===== src/rtl/ws2812_layer_out_dbuf.sv =====
// Single-layer WS2812 output channel: double-buffered pixel RAM, NRZ serialiser,
// latch gap, frame-done pulse and one-deep queued frame request.
module ws2812_layer_out_dbuf #(
  parameter int LED_NUM       = 64,
  parameter int BYTES_PER_LED = 3,
  parameter int ADDR_W        = 6,
  parameter int T_BIT_CYC     = 100,
  parameter int T0H_CYC       = 32,
  parameter int T1H_CYC       = 64,
  parameter int T_RST_CYC     = 24000
) (
  input  logic                     clk_in,
  input  logic                     rst_n_in,
  input  logic                     layer_en_in,
  input  logic                     frame_rdy_in,
  input  logic [ADDR_W-1:0]        wr_addr_in,
  input  logic [BYTES_PER_LED-1:0] byte_en_in,
  input  logic [7:0]               byte_data_in,
  output logic                     busy_out,
  output logic                     frame_done_out,
  output logic                     ws2812_data_out
);
  localparam int NBYTES = LED_NUM * BYTES_PER_LED;
  localparam int IDX_W  = (NBYTES > 1) ? $clog2(NBYTES) : 1;
  localparam int TMAX   = (T_BIT_CYC > T_RST_CYC) ? T_BIT_CYC : T_RST_CYC;
  localparam int TMR_W  = $clog2(TMAX + 1);

  localparam logic [TMR_W-1:0] BIT_END   = TMR_W'(T_BIT_CYC - 1);
  localparam logic [TMR_W-1:0] T0H_END   = TMR_W'(T0H_CYC - 1);
  localparam logic [TMR_W-1:0] T1H_END   = TMR_W'(T1H_CYC - 1);
  localparam logic [TMR_W-1:0] RST_END   = TMR_W'(T_RST_CYC - 1);
  localparam logic [IDX_W-1:0] LAST_BYTE = IDX_W'(NBYTES - 1);

  typedef enum logic [2:0] {IDLE, LOAD, BIT_HI, BIT_LO, RST} state_t;

  typedef struct packed {
    logic                     en;
    logic [ADDR_W-1:0]        addr;
    logic [BYTES_PER_LED-1:0] be;
    logic [7:0]               data;
  } wr_req_t;

  state_t           state, state_nxt;
  wr_req_t          wr;
  logic             front_sel;
  logic             pending;
  logic [TMR_W-1:0] tmr;
  logic [7:0]       shreg;
  logic [2:0]       bit_idx;
  logic [IDX_W-1:0] byte_idx, rd_idx;
  logic [7:0]       rd_byte;
  logic [7:0]       rd_bank0 [NBYTES];
  logic [7:0]       rd_bank1 [NBYTES];
  logic             hi_end, bit_end, rst_end, last_bit, swap;
  logic             line_q, done_q;

  assign wr = {layer_en_in, wr_addr_in, byte_en_in, byte_data_in};

  // One cell per pixel byte; writes always land in the bank not being shown.
  // Out-of-range addresses match no cell and are dropped.
  for (genvar l = 0; l < LED_NUM; l++) begin : g_led
    for (genvar k = 0; k < BYTES_PER_LED; k++) begin : g_byte
      logic [7:0] b0, b1;
      logic       we;
      assign we = wr.en && wr.be[k] && (wr.addr == ADDR_W'(l));
      always_ff @(posedge clk_in) begin
        if (we && front_sel)  b0 <= wr.data;
        if (we && !front_sel) b1 <= wr.data;
      end
      assign rd_bank0[l*BYTES_PER_LED+k] = b0;
      assign rd_bank1[l*BYTES_PER_LED+k] = b1;
    end
  end

  // Next byte is read while the last bit of the current byte runs out,
  // so bit periods stay back-to-back.
  assign rd_idx  = (state == LOAD) ? '0 : byte_idx + 1'b1;
  assign rd_byte = front_sel ? rd_bank1[rd_idx] : rd_bank0[rd_idx];

  assign hi_end   = (tmr == (shreg[7] ? T1H_END : T0H_END));
  assign bit_end  = (tmr == BIT_END);
  assign rst_end  = (state == RST) && (tmr == RST_END);
  assign last_bit = (bit_idx == 3'd7) && (byte_idx == LAST_BYTE);
  assign swap     = (state_nxt == LOAD);

  always_ff @(posedge clk_in or negedge rst_n_in) begin
    if (!rst_n_in) state <= IDLE;
    else           state <= state_nxt;
  end

  always_comb begin
    state_nxt = state;
    case (state)
      IDLE:    if (frame_rdy_in) state_nxt = LOAD;
      LOAD:    state_nxt = BIT_HI;
      BIT_HI:  if (hi_end) state_nxt = BIT_LO;
      BIT_LO:  if (bit_end) state_nxt = last_bit ? RST : BIT_HI;
      RST:     if (rst_end) state_nxt = (pending || frame_rdy_in) ? LOAD : IDLE;
      default: state_nxt = IDLE;
    endcase
  end

  always_ff @(posedge clk_in or negedge rst_n_in) begin
    if (!rst_n_in) begin
      front_sel <= 1'b0;
      pending   <= 1'b0;
      tmr       <= '0;
      shreg     <= '0;
      bit_idx   <= '0;
      byte_idx  <= '0;
      line_q    <= 1'b0;
      done_q    <= 1'b0;
    end else begin
      done_q <= rst_end;
      line_q <= (state_nxt == BIT_HI);
      if (swap) front_sel <= ~front_sel;
      // A request arriving exactly at the end of the gap is served by the restart.
      if (rst_end)                          pending <= 1'b0;
      else if (frame_rdy_in && state != IDLE) pending <= 1'b1;
      case (state)
        LOAD: begin
          shreg    <= rd_byte;
          bit_idx  <= '0;
          byte_idx <= '0;
          tmr      <= '0;
        end
        BIT_HI: tmr <= tmr + 1'b1;
        BIT_LO: begin
          if (bit_end) begin
            tmr <= '0;
            if (bit_idx == 3'd7) begin
              bit_idx <= '0;
              if (last_bit) begin
                byte_idx <= '0;
              end else begin
                byte_idx <= byte_idx + 1'b1;
                shreg    <= rd_byte;
              end
            end else begin
              bit_idx <= bit_idx + 1'b1;
              shreg   <= {shreg[6:0], 1'b0};
            end
          end else begin
            tmr <= tmr + 1'b1;
          end
        end
        RST:     tmr <= rst_end ? '0 : tmr + 1'b1;
        default: tmr <= '0;
      endcase
    end
  end

  assign busy_out        = (state != IDLE);
  assign frame_done_out  = done_q;
  assign ws2812_data_out = line_q;
endmodule


===== config.mk =====
export PLATFORM = sky130hd
export DESIGN_NAME = ws2812_layer_out_dbuf
export DESIGN_NICKNAME = d
export VERILOG_FILES = /design/src/rtl/ws2812_layer_out_dbuf.sv
export SDC_FILE = /design/constraint.sdc
export NUM_CORES = 2
export LEC_CHECK = 0
export ABC_AREA = 1
export BUFFER_PORTS_ARGS = -buffer_cell sky130_fd_sc_hd__buf_4
export CORE_MARGIN = 2
export CORE_UTILIZATION = 25
export DETAILED_ROUTE_END_ITERATION = 16
export SLEW_MARGIN = 10
export SYNTH_ARGS = -nofsm -noshare
export SYNTH_HDL_FRONTEND = slang
export SYNTH_SLANG_ARGS = --single-unit

===== constraint.sdc =====
create_clock -name clk_in -period 5.2 [get_ports clk_in]
set_input_delay 0.26 -clock clk_in [delete_from_list [all_inputs] [get_ports clk_in]]
set_output_delay 0.26 -clock clk_in [all_outputs]
set_load 0.02 [all_outputs]

==> impl_metrics.csv <==
group,metric,value,unit
outcome,status,"complete, no violations",
die,fp.dieArea,531100,um2
cts,holdBufCountCts,12,
critical_path,crit_arrival,5250,ps
finish,drive_gt1_frac,0.06056,
die,dieWidth,728.8,um
critical_path,cp_common_cell,"nand3_1",
yosys,synth_top_cell_by_area,"edfxtp_1",
drt,finalWirelength,375000,um
sta,worst_slew_pin_slew,1245,ps
critical_path,path_cells,"nor2_2 -> nand2_8 -> nand3_4 -> inv_8 -> buf_12 -> nand3_1 -> nand3_1 -> nand3_1 -> nand3_1 -> nand3_1 -> nand3_1 -> nand2_1 -> nand2_1 -> nand2_1",
sta,fmax,225.3,MHz
sta,setup_ws,762.2,ps
pwr,vdd_ir_drop_max,0.2579,mV
critical_path,path_max_fanout,67,
sta,hold_viol_final,0,
flow_run,drv_cap,0,
critical_path,worst-path-buf-inv,2,
drt,first_iter_violations,10350,
finish,final_nets,11410,
pwr,leakagePower,52.14,nW
sta,setup_viol,0,
cts,cts_buffer_depth,4,
global_routing,first_global_vias,82100,
critical_path,startpoint,"state[2]$_DFF_PN0_",
critical_path,end_kind,"register",
global_routing,overflow,0,
sta,finalCriticalPeriod,4438,ps
place,dpl.hpwl,210700,um
finish,area_delta_synth_final,14.03,%
critical_path,r2r-start,"state[2]$_DFF_PN0_",
sta,fin_setup_tns,0,ps
global_routing,grt_pass1_wl,554800,um
die,die_y,728.8,um
finish,layout.cells.non_filler,18630,
place,place_congestion,0.8169,
critical_path,required,6010,ps
yosys,yosysTopAreaCellShare,0.7024,
yosys,ys_seq_area_frac,0.7102,
place,numPortBuffers,23,
finish,nFillCells,53390,
critical_path,crit_path_start_kind,"register",
drt,ant_nets,0,
finish,multi_input_area,31760,um2
cts,root_buffer,"clkbuf_16",
die,top_level_ports,24,
cts,path_clk_slew,60,ps
yosys,synth_area_per_cell,11.28,um2
finish,mostFrequentLayoutCell,"edfxtp_1",
yosys,synth_edf_count,3072,
drt,drtPass1Iterations,6,
finish,final_util,0.2859,
critical_path,cpMaxStageDelayCell,"inv_8",
finish,regArea,93280,um2
drt,viasPerCell,4.702,
yosys,netlist_area,131300,um2
global_routing,grtUsageTotal,0.1355,
sta,grt_setup_unrepaired,"false",
finish,final_cell_mix,"3072 x edfxtp_1, 2636 x nand2_1, 2625 x nand3_1, 919 x nor2_1, 754 x inv_1",
cts,cts_tree,"yes",
sta,min_period_over_period,0.8534,
yosys,async_reset_ff_frac,0.01317,
sta,drv_slew,0,
sta,maxSlewHeadroom,0.1672,
yosys,syn_nets,11670,
cts,cts_setup_buffers,0,
yosys,synth_ff_type,"edfxtp_1",
yosys,ys.warnings.count,0,
global_routing,antenna_found_initial,24,
yosys,syn_inst,11640,
die,rows,266,
yosys,synth-seq-cells,3113,
drt,wl_per_cell,20.13,um
global_routing,grt_max_degree,194,
cts,cts_resized,0,
yosys,ys_top_cells_by_area,"edfxtp_1 70%, nand3_1 10%, nand2_1 7.5%",
critical_path,slowest_delay,700,ps
pwr,power_density,343.2,nW/um2
place,pre_cts_ws,825.0,ps
die,start_util,0.2507,
cts,htreeDepth,5,
place,placedCellCount,18010,
min_path,min_path_type,"in -> reg",
drt,drc,0,
cts,cts_sinks,3113,
min_path,min_from,"wr_addr_in[5]",
cts,cts_buffers,336,
die,coreArea,523900,um2
cts,clk_latency,930,ps
critical_path,critPathKind,"reg -> reg",
sta,skew,55.14,ps
drt,vias,87610,
critical_path,path_delay_family,"simple AND/OR/NAND/NOR gates",
yosys,synth.distinct_cells,36,
[cell usage after synthesis, types with 7 or more instances]
library cell and number:
edfxtp_1 3072, nand2_1 2637, nand3_1 2626, nor2_1 933
inv_1 756, buf_2 425, o211ai_1 277, clkbuf_1 268
o21ai_0 148, nand3b_1 137, buf_1 90, o21ai_1 86
dfrtp_1 41, nor3_1 27, or2_1 24, or2_2 17
buf_4 10, a21oi_1 8, o22ai_1 7
[final timing paths]
check,to,slack (ps),cells past startpoint
hold reg to reg,tmr[0]$_DFF_PN0_,480,1
min in group asynchronous,ws2812_data_out$_DFF_PN0_,420,4
max in group asynchronous,front_sel$_DFFE_PN0N_,4430,4
setup reg to reg,shreg[0]$_DFFE_PN0P_,760,14
setup / recovery,shreg[0]$_DFFE_PN0P_,760,14
hold / removal,g_led[10].g_byte[2].b1[7]$_DFFE_PP_,190,4
[sequential cells by signal (all words and copies together) (netlist names)]
signal and flops:
g_led.g_byte.b1 1536, bit_idx 3, byte_idx 8, ws2812_data_out 1
pending 1, g_led.g_byte.b0 1536, front_sel 1, state 3
frame_done_out 1, shreg 8, tmr 15
[worst min-delay path: stages]
cell and delay (ps):
buf_4 130, nor2_2 140, nand3_1 160, nor2_1 180
[per-layer routing]
metal  up-vias  share of wire  track usage
li1      40160              -            -
met1     43110           0.43       0.1922
met2      3771           0.46       0.2131
met3       554          0.086      0.02439
met4        18          0.026      0.03529
met5         -        0.00027            0
[kinds of logic (layout without fill, tap and decap cells)]
kind of cell             after synthesis  in the layout  share of synthesized area
AO/OA/AOI/OAI                        536            536                    0.02601
XOR/XNOR                               6              6                  0.0004001
adder cells (fa/ha/maj)                4              4                  0.0003811
buffers and inverters               1561           1578                    0.04901
flip-flops                          3113           3113                     0.7102
other                                  0              9                          0
AND/OR/NAND/NOR                     6420           6420                     0.2140
[through the flow]
stage | instance area (um2) | hold slack, ps | total power [mW]
global placement | 139100 | 321.2 | 28.85
finish | 149800 | 190.3 | 51.40
CTS | 149700 | 117.9 | 51.65
global route | 149700 | 193.6 | 52.62
detailed placement | 139100 | 316.6 | 28.87
floorplan | 131300 | -35.59 | 28.24
[cell type report]
class | count | area share
Tap cell | 6968 | 0.05822
Inverter | 767 | 0.01956
Timing Repair Buffer | 203 | 0.01733
Multi-Input combinational cell | 6966 | 0.2121
Clock buffer | 428 | 0.06021
Antenna cell | 9 | 0.0001504
Clock inverter | 180 | 0.009592
Sequential cell | 3113 | 0.6229
[where the power goes]
group	internal (mW)	switching (mW)	leakage, nW
Clock	13.2	9.90	5.12
Combinational	0.0799	0.646	18.9
Sequential	27.6	0.0111	28.1
(Power assumes the default switching activity.)
